===== src/rtl/sdio_cmd_sniffer_pkg.sv =====
// Shared definitions for the SD CMD-line sniffer: frame lengths, CRC7
// polynomial, event flag bit positions, one-hot states and default masks.
package sdio_cmd_sniffer_pkg;

  localparam int CMD_LEN  = 48;
  localparam int LONG_LEN = 136;

  // x^7 + x^3 + 1, shifted-register form (x^7 term implicit)
  localparam logic [6:0] CRC7_POLY = 7'h09;

  localparam int FLG_RESP_PRESENT = 0;
  localparam int FLG_RESP_LONG    = 1;
  localparam int FLG_CMD_CRC      = 2;
  localparam int FLG_RESP_CRC     = 3;
  localparam int FLG_TIMEOUT      = 4;
  localparam int FLG_RESP_DIR     = 5;
  localparam int FLG_OVERRUN      = 6;

  localparam logic [63:0] DEF_LONG_RESP_MASK = 64'h0000_0000_0000_0604;
  localparam logic [63:0] DEF_NO_RESP_MASK   = 64'h0000_0000_0000_8011;
  localparam logic [63:0] DEF_NO_CRC_MASK    = 64'h0000_0200_0000_0020;

  typedef enum logic [4:0] {
    ST_IDLE      = 5'b00001,
    ST_CMD_BITS  = 5'b00010,
    ST_RESP_WAIT = 5'b00100,
    ST_RESP_BITS = 5'b01000,
    ST_DONE      = 5'b10000
  } state_e;

  // Clamp a wide cycle count into the 8-bit latency field.
  function automatic logic [7:0] sat8(input logic [15:0] v);
    return (v > 16'd255) ? 8'hFF : v[7:0];
  endfunction

endpackage


===== src/rtl/sdio_crc7.sv =====
// Serial CRC7 (x^7+x^3+1), MSB-first, init 0. Clear wins over enable.
module sdio_crc7
  import sdio_cmd_sniffer_pkg::*;
(
  input  logic       sd_clk,
  input  logic       rst,
  input  logic       clr,
  input  logic       en,
  input  logic       din,
  output logic [6:0] crc
);

  logic [6:0] crc_q, crc_d;
  logic       fb;

  // Next CRC value: clear, shift one bit in, or hold.
  always_comb begin
    crc_d = crc_q;
    fb    = din ^ crc_q[6];
    if (clr) begin
      crc_d = 7'd0;
    end else if (en) begin
      crc_d = {crc_q[5:0], 1'b0} ^ (fb ? CRC7_POLY : 7'd0);
    end
  end

  // CRC register.
  always_ff @(posedge sd_clk or negedge rst) begin
    if (!rst) crc_q <= 7'd0;
    else      crc_q <= crc_d;
  end

  assign crc = crc_q;

endmodule


===== src/rtl/sdio_cmd_sniffer.sv =====
// Passive SD CMD-line sniffer: frames each host command and its response,
// checks CRC7 on both, measures response latency and emits one event
// record per transaction over valid/ready, flagging dropped records.
module sdio_cmd_sniffer
  import sdio_cmd_sniffer_pkg::*;
#(
  parameter int          MAX_RESP_LAT   = 64,
  parameter logic [63:0] LONG_RESP_MASK = DEF_LONG_RESP_MASK,
  parameter logic [63:0] NO_RESP_MASK   = DEF_NO_RESP_MASK,
  parameter logic [63:0] NO_CRC_MASK    = DEF_NO_CRC_MASK,
  parameter bit          CRC_CHECK      = 1'b1
) (
  input  logic         sd_clk,
  input  logic         rst,
  input  logic         cmd_i,
  output logic         evt_valid,
  input  logic         evt_ready,
  output logic [5:0]   evt_cmd,
  output logic [31:0]  evt_arg,
  output logic [127:0] evt_resp,
  output logic [7:0]   evt_flags,
  output logic [7:0]   evt_lat,
  output logic [4:0]   status
);

  state_e         state_q, state_d;
  logic           cmd_q;
  logic [7:0]     bit_cnt_q, bit_cnt_d;
  logic [15:0]    lat_q, lat_d, lat_inc;
  logic [44:0]    cmd_sr_q, cmd_sr_d;   // command bits 2..46 once complete
  logic [127:0]   resp_sr_q, resp_sr_d; // last 128 response bits, start bit cleared in
  logic [5:0]     idx_q, idx_d;
  logic [31:0]    arg_q, arg_d;
  logic [7:0]     rflags_q, rflags_d;
  logic [7:0]     rlat_q, rlat_d;
  logic           ovr_pend_q, ovr_pend_d;
  logic           evt_valid_q, evt_valid_d;
  logic [5:0]     evt_cmd_q, evt_cmd_d;
  logic [31:0]    evt_arg_q, evt_arg_d;
  logic [127:0]   evt_resp_q, evt_resp_d;
  logic [7:0]     evt_flags_q, evt_flags_d;
  logic [7:0]     evt_lat_q, evt_lat_d;
  logic [4:0]     status_q;

  logic           cmd_crc_clr, cmd_crc_en, resp_crc_clr, resp_crc_en;
  logic [6:0]     cmd_crc, resp_crc;
  logic           resp_long, resp_crc_skip;
  logic [7:0]     resp_last;

  sdio_crc7 u_cmd_crc (
    .sd_clk (sd_clk), .rst (rst), .clr (cmd_crc_clr), .en (cmd_crc_en),
    .din (cmd_q), .crc (cmd_crc)
  );

  sdio_crc7 u_resp_crc (
    .sd_clk (sd_clk), .rst (rst), .clr (resp_crc_clr), .en (resp_crc_en),
    .din (cmd_q), .crc (resp_crc)
  );

  // Next-state, capture datapath and event slot logic.
  always_comb begin
    state_d      = state_q;
    bit_cnt_d    = bit_cnt_q;
    lat_d        = lat_q;
    cmd_sr_d     = cmd_sr_q;
    resp_sr_d    = resp_sr_q;
    idx_d        = idx_q;
    arg_d        = arg_q;
    rflags_d     = rflags_q;
    rlat_d       = rlat_q;
    ovr_pend_d   = ovr_pend_q;
    evt_valid_d  = evt_valid_q;
    evt_cmd_d    = evt_cmd_q;
    evt_arg_d    = evt_arg_q;
    evt_resp_d   = evt_resp_q;
    evt_flags_d  = evt_flags_q;
    evt_lat_d    = evt_lat_q;
    cmd_crc_clr  = 1'b0;
    cmd_crc_en   = 1'b0;
    resp_crc_clr = 1'b0;
    resp_crc_en  = 1'b0;
    lat_inc       = lat_q + 16'd1;
    resp_long     = LONG_RESP_MASK[idx_q];
    resp_last     = resp_long ? 8'(LONG_LEN - 1) : 8'(CMD_LEN - 1);
    resp_crc_skip = NO_CRC_MASK[idx_q] || !CRC_CHECK;

    if (evt_valid_q && evt_ready) evt_valid_d = 1'b0;

    case (state_q)
      ST_IDLE: begin
        // The start bit is 0 and CRC init is 0, so feeding it is a no-op.
        cmd_crc_clr = 1'b1;
        if (!cmd_q) begin
          state_d   = ST_CMD_BITS;
          bit_cnt_d = 8'd1;
          cmd_sr_d  = '0;
          resp_sr_d = '0;
          rflags_d  = '0;
          rlat_d    = '0;
          lat_d     = '0;
        end
      end
      ST_CMD_BITS: begin
        cmd_sr_d   = {cmd_sr_q[43:0], cmd_q};
        bit_cnt_d  = bit_cnt_q + 8'd1;
        cmd_crc_en = (bit_cnt_q <= 8'd39);
        if (bit_cnt_q == 8'd1 && !cmd_q) begin
          state_d = ST_IDLE;            // not host-to-card, ignore
        end else if (bit_cnt_q == 8'(CMD_LEN - 1)) begin
          idx_d = cmd_sr_q[44:39];
          arg_d = cmd_sr_q[38:7];
          if (CRC_CHECK && (cmd_crc != cmd_sr_q[6:0])) rflags_d[FLG_CMD_CRC] = 1'b1;
          lat_d   = '0;
          state_d = NO_RESP_MASK[cmd_sr_q[44:39]] ? ST_DONE : ST_RESP_WAIT;
        end
      end
      ST_RESP_WAIT: begin
        resp_crc_clr = 1'b1;
        lat_d        = lat_inc;
        if (!cmd_q) begin
          state_d   = ST_RESP_BITS;
          bit_cnt_d = 8'd1;
          rlat_d    = sat8(lat_inc);
          rflags_d[FLG_RESP_LONG] = resp_long;
        end else if (lat_inc == 16'(MAX_RESP_LAT)) begin
          // No response: latency reports the full wait.
          rflags_d[FLG_TIMEOUT] = 1'b1;
          rlat_d  = sat8(lat_inc);
          state_d = ST_DONE;
        end
      end
      ST_RESP_BITS: begin
        resp_sr_d = {resp_sr_q[126:0], cmd_q};
        bit_cnt_d = bit_cnt_q + 8'd1;
        // Long responses restart the CRC at bit 8 (after the 111111 header).
        resp_crc_clr = resp_long && (bit_cnt_q < 8'd8);
        resp_crc_en  = resp_long ? (bit_cnt_q >= 8'd8 && bit_cnt_q <= 8'd127)
                                 : (bit_cnt_q <= 8'd39);
        if (bit_cnt_q == 8'd1 && cmd_q) rflags_d[FLG_RESP_DIR] = 1'b1;
        if (bit_cnt_q == resp_last) begin
          rflags_d[FLG_RESP_PRESENT] = 1'b1;
          if (!resp_crc_skip && (resp_crc != resp_sr_q[6:0])) rflags_d[FLG_RESP_CRC] = 1'b1;
          state_d = ST_DONE;
        end
      end
      ST_DONE: begin
        state_d = ST_IDLE;
        if (!evt_valid_q || evt_ready) begin
          evt_valid_d = 1'b1;
          evt_cmd_d   = idx_q;
          evt_arg_d   = arg_q;
          evt_resp_d  = rflags_q[FLG_RESP_LONG] ? resp_sr_q : {96'd0, resp_sr_q[39:8]};
          evt_flags_d = rflags_q;
          evt_flags_d[FLG_OVERRUN] = ovr_pend_q;
          evt_lat_d   = rlat_q;
          ovr_pend_d  = 1'b0;
        end else begin
          ovr_pend_d  = 1'b1;           // record dropped, report on next delivered event
        end
      end
      default: state_d = ST_IDLE;
    endcase
  end

  // State and datapath registers.
  always_ff @(posedge sd_clk or negedge rst) begin
    if (!rst) begin
      state_q     <= ST_IDLE;
      cmd_q       <= 1'b1;
      bit_cnt_q   <= '0;
      lat_q       <= '0;
      cmd_sr_q    <= '0;
      resp_sr_q   <= '0;
      idx_q       <= '0;
      arg_q       <= '0;
      rflags_q    <= '0;
      rlat_q      <= '0;
      ovr_pend_q  <= 1'b0;
      evt_valid_q <= 1'b0;
      evt_cmd_q   <= '0;
      evt_arg_q   <= '0;
      evt_resp_q  <= '0;
      evt_flags_q <= '0;
      evt_lat_q   <= '0;
      status_q    <= '0;
    end else begin
      state_q     <= state_d;
      cmd_q       <= cmd_i;
      bit_cnt_q   <= bit_cnt_d;
      lat_q       <= lat_d;
      cmd_sr_q    <= cmd_sr_d;
      resp_sr_q   <= resp_sr_d;
      idx_q       <= idx_d;
      arg_q       <= arg_d;
      rflags_q    <= rflags_d;
      rlat_q      <= rlat_d;
      ovr_pend_q  <= ovr_pend_d;
      evt_valid_q <= evt_valid_d;
      evt_cmd_q   <= evt_cmd_d;
      evt_arg_q   <= evt_arg_d;
      evt_resp_q  <= evt_resp_d;
      evt_flags_q <= evt_flags_d;
      evt_lat_q   <= evt_lat_d;
      status_q    <= state_d;
    end
  end

  assign evt_valid = evt_valid_q;
  assign evt_cmd   = evt_cmd_q;
  assign evt_arg   = evt_arg_q;
  assign evt_resp  = evt_resp_q;
  assign evt_flags = evt_flags_q;
  assign evt_lat   = evt_lat_q;
  assign status    = status_q;

endmodule

===== config.mk =====
export PLATFORM = sky130hd
export DESIGN_NAME = sdio_cmd_sniffer
export DESIGN_NICKNAME = d
export VERILOG_FILES = /design/src/rtl/sdio_cmd_sniffer_pkg.sv /design/src/rtl/sdio_crc7.sv /design/src/rtl/sdio_cmd_sniffer.sv
export SDC_FILE = /design/constraint.sdc
export NUM_CORES = 1
export LEC_CHECK = 0
export ABC_CLOCK_PERIOD_IN_PS = 3670
export CAP_MARGIN = 20
export CORE_ASPECT_RATIO = 2
export CORE_UTILIZATION = 56
export DETAILED_ROUTE_END_ITERATION = 10
export PLACE_DENSITY = 0.9
export SLEW_MARGIN = 20
export SYNTH_ARGS = -nofsm -noshare
export SYNTH_HDL_FRONTEND = slang
export SYNTH_HIERARCHICAL = 1
export SYNTH_SLANG_ARGS = --single-unit

===== constraint.sdc =====
create_clock -name sd_clk -period 3.67 [get_ports sd_clk]
set_clock_uncertainty 0.2 [all_clocks]
set_input_delay 0.734 -clock sd_clk [delete_from_list [all_inputs] [get_ports sd_clk]]
set_output_delay 0.734 -clock sd_clk [all_outputs]
set_load 0.01 [all_outputs]

==> results.json, run 1 <==
{
  "status": "completed",
  "die_area_um2": 33100,
  "seq_area_frac_synth_pct": 62.6,
  "die_w_um": 129,
  "critical_path_class": "reg2reg",
  "first_iter_violations": 834,
  "path_cells": "or3_1 -> nor3b_2 -> buf_12 -> nor2_1 -> mux2_2 -> o21ai_0 -> o21ai_0",
  "ys_ff_latch": 453,
  "ff2ff_path_depth": 7,
  "clock_latency_ps": 540,
  "clockBufferDepth": 3,
  "synth_cells": 1605,
  "fillers": 2188,
  "drv_cap": 0,
  "syn_area_um2": 18100,
  "dp_hpwl_um": 26400,
  "antenna_found_initial": 0,
  "synthArstFlopShare_pct": 100,
  "cts_made_buffers": 38,
  "end_kind": "register",
  "grt_start_max_net_pins": 139,
  "portBuffers": 190,
  "floorplan.io_pins": 192,
  "drive_above_1_share_pct": 9.36,
  "overflow": 0,
  "start_util_pct": 57.3,
  "cts_sinks": 453,
  "viasPerCell": 5.86,
  "cts-resized-gates": 0,
  "crit_required_ps": 3840,
  "ant_nets": 0,
  "dr_total_vias": 12875,
  "grt_util_all_layers_pct": 24.8,
  "fin_tns_setup_ps": 0,
  "synth_ff_type": "dfrtp_1",
  "nets": 1759,
  "hold_viol_final": 0,
  "startpoint_type": "register",
  "synth_area_leaders": "dfrtp_1 (62%), a22o_1 (8.3%), nand2_1 (7.8%)",
  "final_cell_mix": "dfrtp_1 (450), nand2_1 (374), clkdlybuf4s50_1 (189)",
  "slew_violations": 0,
  "synth_top_area_share_pct": 62.3,
  "ir_worst_vdd_mv": 0.416,
  "routed_wirelength_um": 40000,
  "clk_pin_slew_ps": 70,
  "syn_to_final_growth_pct": 19.6,
  "diodes": 0,
  "grt_first_pass_wirelength_um": 65400,
  "fmax_mhz": 324,
  "ys_warn_count": 6,
  "htreeDepth": 2,
  "crit_top_cell": "o21ai_0",
  "synth_top_cell_by_area": "dfrtp_1",
  "core_area_um2": 31700,
  "power_density_nw_per_um2": 458,
  "tightest_slew_ps": 965,
  "crit_path_max_fanout": 132,
  "syn_area_per_cell_um2": 11.3,
  "rsz0062_at_grt": "no",
  "gp_congestion": 0.943,
  "drt_pre_antenna_iters": 5,
  "finalSetupViolations": 0,
  "cpMaxStageDelayCell": "or3_1",
  "grt_pass1_vias": 12900,
  "row_count": 92,
  "drc": 0,
  "cts_tree": "built",
  "period_needed_ps": 3080,
  "cts_setup_buffers": 0,
  "cp.arrival_ps": 3250,
  "critPathMaxStageDelay_ps": 440,
  "die_h_um": 256,
  "hold_class": "reg2reg",
  "fin_crit_sh_pct": 84.0,
  "syn_nets": 1616,
  "routedWlPerCell_um": 18.2,
  "maxSlewHeadroom_pct": 35.5,
  "root_buffer": "clkbuf_16",
  "mostFrequentLayoutCell": "dfrtp_1",
  "ys_types": 63,
  "leakage_nw": 9.90,
  "synth_edf_count": 0,
  "hold_slack_ps": 274,
  "whs_path_depth": 2,
  "rrSetupSlack_ps": 590
}
state kept, by name (all words and copies together) (netlist names), 7 cells and up:
register        cells
arg_q              32
bit_cnt_q           8
cmd_sr_q           45
evt_arg            32
evt_flags           7
evt_lat             8
evt_resp          128
lat_q              16
resp_sr_q         128
rlat_q              8
u_cmd_crc/crc       7
u_resp_crc/crc      7
power by group:
part,switching [W],leakage (nW),internal [W],total (W)
Sequential,0.0000681,6.31,0.00505,0.00512
Combinational,0.000635,2.99,0.000243,0.000878
Clock,0.00178,0.596,0.00215,0.00393
Total,0.00248,9.90,0.00745,0.00993
cell type report:
| type | instances | area, um2 | area share, % |
|---|---|---|---|
| clock buffer | 49 | 1030 | 4.76 |
| clock inverter | 17 | 171 | 0.791 |
| inverter | 13 | 48.8 | 0.225 |
| multi-input combinational | 1025 | 6280 | 29.0 |
| sequential | 453 | 11300 | 52.3 |
| tap | 423 | 529 | 2.44 |
| timing repair buffer | 217 | 2270 | 10.5 |
through the flow:
step	cells	cell area [um2]	util (%)	setup slack, ps	power (W)
finish	2197	21700	68.5	586	0.00993
global placement	2129	20400	64.6	765	0.00603
global route	2197	21700	68.5	370	0.0103
detailed placement	2130	20500	64.6	597	0.00608
CTS	2197	21700	68.5	591	0.0100
floorplan	1605	18100	-	1080	0.00574
cell families after synthesis:
family                   share of synthesized area, %
AO/OA/AOI/OAI                                    15.4
XOR/XNOR                                         1.16
adder cells (fa/ha/maj)                         0.483
buffers and inverters                            3.00
flip-flops                                       62.6
multiplexers                                     5.85
other                                          0.0207
AND/OR/NAND/NOR                                  11.6
critical path, delay by kind of cell (launching register included):
family	cells	cell delay, ps
AO/OA/AOI/OAI	2	340
AND/OR/NAND/NOR	3	1110
buffers and inverters	1	430
multiplexers	1	400
flip-flops	1	430
cell usage after synthesis (2+ instances only):
cell / count
dfrtp_1: 451
nand2_1: 375
o21ai_0: 176
a22o_1: 172
clkbuf_1: 92
mux2_2: 55
nor2_1: 52
mux2i_1: 44
nand3_1: 17
xnor2_1: 15
inv_1: 12
a21oi_1: 10
a31oi_1: 9
nor3_1: 9
xor2_1: 9
buf_4: 7
ha_1: 7
buf_1: 6
and3_1: 5
buf_2: 5
o31ai_1: 5
nand4_1: 4
nor4_1: 4
o211ai_1: 4
a211oi_1: 3
a32o_1: 3
and4_2: 3
nand2b_1: 3
nand4b_1: 3
nor3b_1: 3
o22ai_1: 3
and2_1: 2
buf_6: 2
clkbuf_8: 2
dfstp_2: 2
nand4_4: 2
nor4_4: 2
o21a_1: 2
timing repair:
item                                   CTS  global route
setup endpoints to repair                0             0
endpoints found under the hold margin   12             0
hold buffers                             1             0
worst paths after layout:
check / start / to
worst max register to register: status[2]$_DFF_PN0_ / bit_cnt_q[6]$_DFFE_PN0P_
max in group asynchronous: rst / evt_resp[86]$_DFFE_PN0P_
worst max-delay path: status[2]$_DFF_PN0_ / bit_cnt_q[6]$_DFFE_PN0P_
worst min register to register: arg_q[18]$_DFFE_PN0P_ / arg_q[18]$_DFFE_PN0P_
worst min-delay path: arg_q[18]$_DFFE_PN0P_ / arg_q[18]$_DFFE_PN0P_
min in group asynchronous: rst / evt_lat[1]$_DFFE_PN0P_
metal layers:
| layer | track usage (%) | share of wire, % |
|---|---|---|
| met4 | 12.9 | 4.7 |
| met3 | 3.05 | 4.0 |
| met5 | 0 | 0 |
| met1 | 29.1 | 37 |
| met2 | 43.8 | 54 |
Note: power is estimated with default switching activity, not from simulation.
==> inputs of run 2 (changes only) <==
--- a/config.mk
+++ b/config.mk
@@ -5,7 +5,7 @@
 export SDC_FILE = /design/constraint.sdc
 export NUM_CORES = 1
 export LEC_CHECK = 0
-export ABC_CLOCK_PERIOD_IN_PS = 3670
+export ABC_CLOCK_PERIOD_IN_PS = 3180
 export CAP_MARGIN = 20
 export CORE_ASPECT_RATIO = 2
 export CORE_UTILIZATION = 56
==> constraint.sdc (replaced) <==
create_clock -name sd_clk -period 3.18 [get_ports sd_clk]
set_clock_uncertainty 0.2 [all_clocks]
set_input_delay 0.636 -clock sd_clk [delete_from_list [all_inputs] [get_ports sd_clk]]
set_output_delay 0.636 -clock sd_clk [all_outputs]
set_load 0.01 [all_outputs]
==> run 2 against run 1 <==
Net effect: count of clock-buffer cells in the layout grew 2; critical path depth is the same; sequential share of layout area shrank 0.46 points; global-route usage grew 1.4 points; power grew 19%; wire length grew 4.4%; design area grew 0.88%; critical path type unchanged; critical endpoint is now rlat_q[4]$_DFFE_PN0P_.
==> results.json, run 2 (same netlist as run 1, synthesis figures left out) <==
{
  "status": "completed",
  "diodes": 0,
  "drt_pre_antenna_iters": 5,
  "first_iter_violations": 850,
  "switching_power_w": 0.00290,
  "die_area_um2": 33100,
  "drive_above_1_share_pct": 10.3,
  "critical_path_class": "reg2reg",
  "clock_latency_ps": 530,
  "r2r_start": "lat_q[0]$_DFFE_PN0P_",
  "nets": 1773,
  "p_sw_share_pct": 24.6,
  "crit_required_ps": 3390,
  "end_kind": "register",
  "overflow": 0,
  "r2r_end": "rlat_q[4]$_DFFE_PN0P_",
  "root_buffer": "clkbuf_16",
  "drc": 0,
  "dp_hpwl_um": 27100,
  "routed_wirelength_um": 41800,
  "fmax_mhz": 346,
  "utilization_pct": 69.1,
  "hold_class": "reg2reg",
  "gp_congestion": 0.937,
  "power_density_nw_per_um2": 540,
  "hold_path_end": "arg_q[1]$_DFFE_PN0P_",
  "grt_start_max_net_pins": 129,
  "ff2ff_path_depth": 7,
  "grt_first_pass_wirelength_um": 68800,
  "finalSetupViolations": 0,
  "seq_power_share_pct": 50.1,
  "cts_made_buffers": 38,
  "tightest_slew_ps": 1010,
  "combPwrFrac_pct": 8.3,
  "maxSlewHeadroom_pct": 32.8,
  "startpoint_type": "register",
  "leakage_nw": 9.99,
  "clockBufferDepth": 3,
  "dr_total_vias": 13008,
  "ant_nets": 0,
  "whs_path_depth": 2,
  "mostFrequentLayoutCell": "dfrtp_1",
  "cp.arrival_ps": 3100,
  "clk_pin_slew_ps": 70,
  "slew_violations": 0,
  "cts_tree": "built",
  "fin_tns_setup_ps": 0,
  "start_util_pct": 57.3,
  "hold_viol_final": 0,
  "power_w": 0.0118,
  "routedWlPerCell_um": 18.9,
  "power_frac_clock_pct": 41.6,
  "internal-power_w": 0.00891,
  "portBuffers": 190,
  "die_w_um": 129,
  "syn_to_final_growth_pct": 20.6,
  "grt_util_all_layers_pct": 26.2,
  "antenna_found_initial": 0,
  "ir_worst_vdd_mv": 0.438,
  "grt_pass1_vias": 13520,
  "cts_sinks": 453,
  "viasPerCell": 5.88,
  "worstHoldStart": "arg_q[1]$_DFFE_PN0P_",
  "period_needed_ps": 2890,
  "drv_cap": 0,
  "final_cell_mix": "dfrtp_1 (450), nand2_1 (374), clkdlybuf4s50_1 (189)",
  "crit_path_max_fanout": 10,
  "htreeDepth": 2,
  "rrSetupSlack_ps": 290,
  "fin_crit_sh_pct": 91.0,
  "row_count": 92,
  "rsz0062_at_grt": "no",
  "floorplan.io_pins": 192,
  "cts-resized-gates": 0,
  "core_area_um2": 31700,
  "die_h_um": 256
}
[run 2: timing repair]
item	in CTS	in global routing
hold buffers	1	0
hold endpoints to repair	48	0
setup buffers	0	0
setup endpoints to repair	0	0
[run 2: worst max-delay path: stages, from the launching register on]
cell     delay (ps)
dfrtp_1         500
ha_1            330
nand3_1         260
nor4_4          270
nor3_1          100
o21a_1          330
a41oi_4         410
mux2_2          390
[run 2: how the worst max path moves through the flow]
stage,from,end,cells after the start
3_3_place_gp,lat_q[0]$_DFFE_PN0P_,rlat_q[2]$_DFFE_PN0P_,7
2_1_floorplan,status[2]$_DFF_PN0_,u_resp_crc/crc[3]$_DFFE_PN0P_,10
4_1_cts,lat_q[0]$_DFFE_PN0P_,rlat_q[4]$_DFFE_PN0P_,7
5_1_grt,lat_q[0]$_DFFE_PN0P_,rlat_q[4]$_DFFE_PN0P_,7
3_5_place_dp,lat_q[0]$_DFFE_PN0P_,rlat_q[5]$_DFFE_PN0P_,7
6_report,lat_q[0]$_DFFE_PN0P_,rlat_q[4]$_DFFE_PN0P_,7
[run 2: layout make-up]
| type | instances | area [um2] |
|---|---|---|
| Inverter | 13 | 48.8 |
| Clock buffer | 51 | 1080 |
| Tap cell | 423 | 529 |
| Sequential cell | 453 | 11300 |
| Clock inverter | 18 | 240 |
| Timing Repair Buffer | 231 | 2340 |
| Fill cell | 2119 | 9790 |
| Multi-Input combinational cell | 1025 | 6280 |
[run 2: metal layers]
layer  global-route usage [%]  wire length [um]  vias up
met5                        0                 0        -
met4                     13.7              2010        0
met3                     3.42              1630      137
met2                     47.2             22900      393
met1                     29.8             15200     6578
li1                         -                 -     5900
[run 2: power groups by stage]
stage	clock network [W]	registers [W]	logic [W]
floorplan	0	0.00599	0.000625
global placement	0	0.00601	0.000934
detailed placement	0	0.00602	0.000970
CTS	0.00499	0.00591	0.000985
global route	0.00521	0.00592	0.00108
finish	0.00492	0.00591	0.000983
[run 2: through the flow]
| stage | setup WS [ps] | hold WS, ps | instance area [um2] | std cells |
|---|---|---|---|---|
| 6_report | 286 | 278 | 21900 | 2214 |
| 3_5_place_dp | 338 | 258 | 20500 | 2144 |
| 2_1_floorplan | 587 | 140 | 18100 | 1605 |
| 5_1_grt | 66.7 | 304 | 21900 | 2214 |
| 4_1_cts | 299 | 284 | 21900 | 2214 |
| 3_3_place_gp | 426 | 257 | 20500 | 2144 |
